**src/rtl/kernel_collector.sv**
```systemverilog
// Gathers one result per kernel lane into a pixel vector and emits it once every lane has reported.
// Latency: 2 edges from the last lane capture to out_valid. Backpressure: full slots drop lane_ready until the output frees up.
module kernel_collector #(
    parameter int NumberOfK      = 4,
    parameter int CyclesPerPixel = 2,
    parameter int BitSize        = 2
) (
    input  logic                         clk,
    input  logic                         res_n,
    input  logic [NumberOfK-1:0]         lane_valid,
    input  logic [NumberOfK*BitSize-1:0] lane_data,
    output logic [NumberOfK-1:0]         lane_ready,
    output logic                         out_valid,
    output logic [NumberOfK*BitSize-1:0] out_data,
    input  logic                         out_ready,
    output logic                         overflow_err,
    output logic [15:0]                  frame_cnt
);

    localparam int W = NumberOfK * BitSize;

    // CyclesPerPixel only describes the dispatcher's pacing; the collector is rate-agnostic.
    if (CyclesPerPixel < 1) begin : g_cpp_check
        $error("CyclesPerPixel must be at least 1");
    end

    logic [NumberOfK-1:0] filled_q, filled_d;
    logic [W-1:0]         slot_q, slot_d;
    logic                 out_valid_q, out_valid_d;
    logic [W-1:0]         out_data_q, out_data_d;
    logic                 ovf_q, ovf_d;
    logic [15:0]          cnt_q, cnt_d;
    logic                 xfer;
    logic [NumberOfK-1:0] accept;

    always_comb begin
        xfer       = (&filled_q) && (!out_valid_q || out_ready);
        // A lane may refill its slot in the same edge the completed frame moves out.
        lane_ready = ~filled_q | {NumberOfK{xfer}};
        accept     = lane_valid & lane_ready;

        filled_d = xfer ? accept : (filled_q | accept);
        slot_d   = slot_q;
        for (int i = 0; i < NumberOfK; i++) begin
            if (accept[i]) begin
                slot_d[i*BitSize +: BitSize] = lane_data[i*BitSize +: BitSize];
            end
        end

        out_valid_d = out_valid_q;
        out_data_d  = out_data_q;
        if (xfer) begin
            out_valid_d = 1'b1;
            out_data_d  = slot_q;
        end else if (out_valid_q && out_ready) begin
            out_valid_d = 1'b0;
        end

        ovf_d = ovf_q | (|(lane_valid & ~lane_ready));
        cnt_d = cnt_q;
        if (out_valid_q && out_ready) begin
            cnt_d = cnt_q + 16'd1;
        end
    end

    always_ff @(posedge clk or negedge res_n) begin
        if (!res_n) begin
            filled_q    <= '0;
            slot_q      <= '0;
            out_valid_q <= 1'b0;
            out_data_q  <= '0;
            ovf_q       <= 1'b0;
            cnt_q       <= '0;
        end else begin
            filled_q    <= filled_d;
            slot_q      <= slot_d;
            out_valid_q <= out_valid_d;
            out_data_q  <= out_data_d;
            ovf_q       <= ovf_d;
            cnt_q       <= cnt_d;
        end
    end

    assign out_valid    = out_valid_q;
    assign out_data     = out_data_q;
    assign overflow_err = ovf_q;
    assign frame_cnt    = cnt_q;

endmodule

```
**config.mk**
```make
export PLATFORM = sky130hd
export DESIGN_NAME = kernel_collector
export DESIGN_NICKNAME = d
export VERILOG_FILES = /design/src/rtl/kernel_collector.sv
export SDC_FILE = /design/constraint.sdc
export NUM_CORES = 1
export LEC_CHECK = 0
export CORE_MARGIN = 2
export CORE_UTILIZATION = 47
export DETAILED_ROUTE_END_ITERATION = 8
export PLACE_DENSITY = 0.79
export SKIP_LAST_GASP = 1
export SLEW_MARGIN = 20
export SYNTH_ARGS = -nofsm -noshare
export SYNTH_HDL_FRONTEND = slang
export SYNTH_SLANG_ARGS = --single-unit
```
**constraint.sdc**
```tcl
create_clock -name clk -period 1.6 [get_ports clk]
set_input_delay 0.32 -clock clk [delete_from_list [all_inputs] [get_ports clk]]
set_output_delay 0.32 -clock clk [all_outputs]
set_load 0.01 [all_outputs]
```
==> flow_summary_export.csv <==
group,metric,value,unit
synth,synth-simple-area-share,0.144,
sta,post-route-period-util,0.976,
floorplanning,row_count,21,
power,irDropWorstVdd,1.14,mV
sta,fin_worst_skew,5.27,ps
floorplanning,die-area,3910,um2
synth,muxShareOfSynthArea,0.137,
synth,synth-seq-cells,38,
routing,drt_wl_total,3550,um
floorplanning,fp.dieH,62.6,um
sta,maxSlewViolCount,0,
sta,rsz0062_at_grt,"yes",
sta,finalCriticalPeriod,1560,ps
grt,grt_overflow,0,
setup_path,critPathTopFamily,"buffers and inverters",
layout,fin_util,0.738,
layout,syn_to_final_growth,51.6,%
setup_path,crit_fanout,2,
synth,ys_seq_area_frac,0.590,
grt,grt_pass1_wl,5930,um
synth,syn_avg_cell_area,13.9,um2
setup_path,start_kind,"register",
run,maxCapViolCount,0,
layout,stdcell_area,2440,um2
synth,ys_warn_count,0,
outcome,status,"finished, final reports clean",
synth,yosysUniqueCellTypes,23,
place,place_congestion,0.779,
grt,grt_max_degree,22,
routing,num_vias,1212,
routing,first_pass_iters,4,
layout,final_cell_mix,"dfrtp_1 (38), buf_4 (33), clkdlybuf4s50_1 (14)",
floorplanning,initial_core_util,0.487,
place,io_buffers,44,
floorplanning,io_pins,45,
layout,final_common_cell,"dfrtp_1",
power,power_frac_clock,0.124,
clocking,clk_latency,350,ps
sta,tns,0,ps
clocking,cts_root_buf,"clkbuf_4",
power,p_sw,1.46,mW
setup_path,worstPathRequired,1280,ps
layout,nets,218,
setup_path,crit_chain,"clkdlybuf4s50_1",
clocking,cts_tree,"built",
place,placed_area,2240,um2
setup_path,path_class,"register to output pin",
synth,synth_xor_area_frac,0.0815,
power,seq_power_share,0.359,
clocking,cts.sinks,38,
floorplanning,core_area,3310,um2
setup_path,arrival,1240,ps
synth,postSynthCellCount,116,
synth,synthAdderAreaFrac,0.00776,
power,swShare,0.339,
power,cell_internal_pwr,2.83,mW
clocking,clock_path_buffers,2,
layout,antenna_cells,0,
setup_path,cp_slowest_cell,"clkdlybuf4s50_1",
setup_path,path_buf_inv,1,
sta,worst_pin_slew,456,ps
routing,wl_per_cell,14.3,um
place,hpwl,2550,um
clocking,cts_made_buffers,5,
synth,synth_compound_area_frac,0.0373,
setup_path,end_kind,"output pin",
clocking,path_clk_slew,110,ps
layout,drive_gt1_frac,0.374,
routing,ant_nets,0,
grt,antenna_found_initial,0,
sta,fin_hold_ws,454,ps
routing,routed_via_density,4.87,
power,powerDensity,1760,nW/um2
routing,drc,0,
synth,synthesis.area,1610,um2
sta,finalSetupViolCount,0,
routing,drt_iter0_drc,24,
power,leakage,1.34,nW
grt,grt_pass1_vias,1304,
sta,hold_viol,0,
floorplanning,die_x,62.6,um
clocking,htreeDepth,2,
sta,relSlewSlack,0.696,
sta,fmax,641,MHz
setup_path,slowest_delay,530,ps
power,p_comb_frac,0.517,
synth,synth_fp_nets,132,
synth,synth_top_family_by_area,"simple AND/OR/NAND/NOR gates",
min_path,worst_hold_path_type,"input pin to asynchronous set/reset pin",
grt,grtUsageTotal,0.200,
[state kept, by name, summed over array words and instances (netlist names)]
signal	flops
out_valid	1
slot_q	8
filled_q	4
out_data	8
overflow_err	1
frame_cnt	16
[synth_stat cells, drive strengths merged]
cell    instances  area, um2
o21bai          1       7.51
nand3           9       45.0
inv             1       3.75
xor2            6       52.6
o21ai           4       35.0
and3            3       18.8
a221oi          1       8.76
or2b            5       37.5
and2b           1       10.0
nand2           7       36.3
dfrtp          38        951
a22o            1       8.76
nor2            6       30.0
xnor2           9       78.8
mux2           17        221
nor3            3       20.0
ha              1       12.5
nand4           3       33.8
[cells by family after synthesis]
| family | count (synthesis) |
|---|---|
| AO/OA/AOI/OAI | 7 |
| XOR/XNOR | 15 |
| adder cells (fa/ha/maj) | 1 |
| buffers and inverters | 1 |
| flip-flops | 38 |
| multiplexers | 17 |
| AND/OR/NAND/NOR | 37 |
[worst register-to-register path, delay by kind of cell (launching register included)]
kind,cells,cell delay [ps]
AND/OR/NAND/NOR,2,460
flip-flops,1,390
multiplexers,1,380
buffers and inverters,1,150
[stage by stage]
step	std cells	total power [mW]	setup slack (ps)
4_1_cts	247	4.35	0.556
5_1_grt	249	4.55	-30.6
3_5_place_dp	223	3.83	-478
6_report	249	4.29	39.1
3_3_place_gp	223	3.75	-459
2_1_floorplan	116	2.69	198
[final cells by class]
class,instances,area [um2]
Clock buffer,6,51.3
Clock inverter,2,12.5
Fill cell,257,867
Inverter,1,3.75
Multi-Input combinational cell,77,657
Sequential cell,38,951
Tap cell,46,57.6
Timing Repair Buffer,79,711
[power groups by stage]
stage	combinational [mW]	sequential [mW]	clock [mW]
3_3_place_gp	2.17	1.58	0
3_5_place_dp	2.23	1.60	0
2_1_floorplan	1.03	1.66	0
4_1_cts	2.26	1.54	0.548
6_report	2.22	1.54	0.533
5_1_grt	2.38	1.58	0.593
[path summary, 6_finish.rpt]
path                                           start                         to  slack [ps]  cells past startpoint
max reg2reg                    out_valid$_DFFE_PN0P_    out_data[6]$_DFFE_PN0P_         130                      4
min reg2reg                frame_cnt[15]$_DFFE_PN0P_  frame_cnt[15]$_DFFE_PN0P_         500                      1
min in group clk           frame_cnt[15]$_DFFE_PN0P_  frame_cnt[15]$_DFFE_PN0P_         500                      1
min                                            res_n    out_data[3]$_DFFE_PN0P_         450                      2
max in group asynchronous                      res_n      slot_q[5]$_DFFE_PN0P_         690                      3
max                         frame_cnt[5]$_DFFE_PN0P_               frame_cnt[5]          40                      1
[what timing repair did]
item / 4_1_cts / 5_1_grt
endpoints found under the setup margin: 25 / 17
pin swaps: 2 / 1
setup buffers: 15 / 3
gates resized for setup: 28 / 13
hold buffers: 1 / 0
endpoints found under the hold margin: 17 / 0
[layer usage]
layer	vias to the layer above	track usage	part of all wire
li1	574	-	-
met1	586	0.234	0.42
met2	43	0.352	0.52
met3	9	0.0414	0.045
met4	0	0.0944	0.021
met5	-	0	0
(Power assumes the default switching activity.)
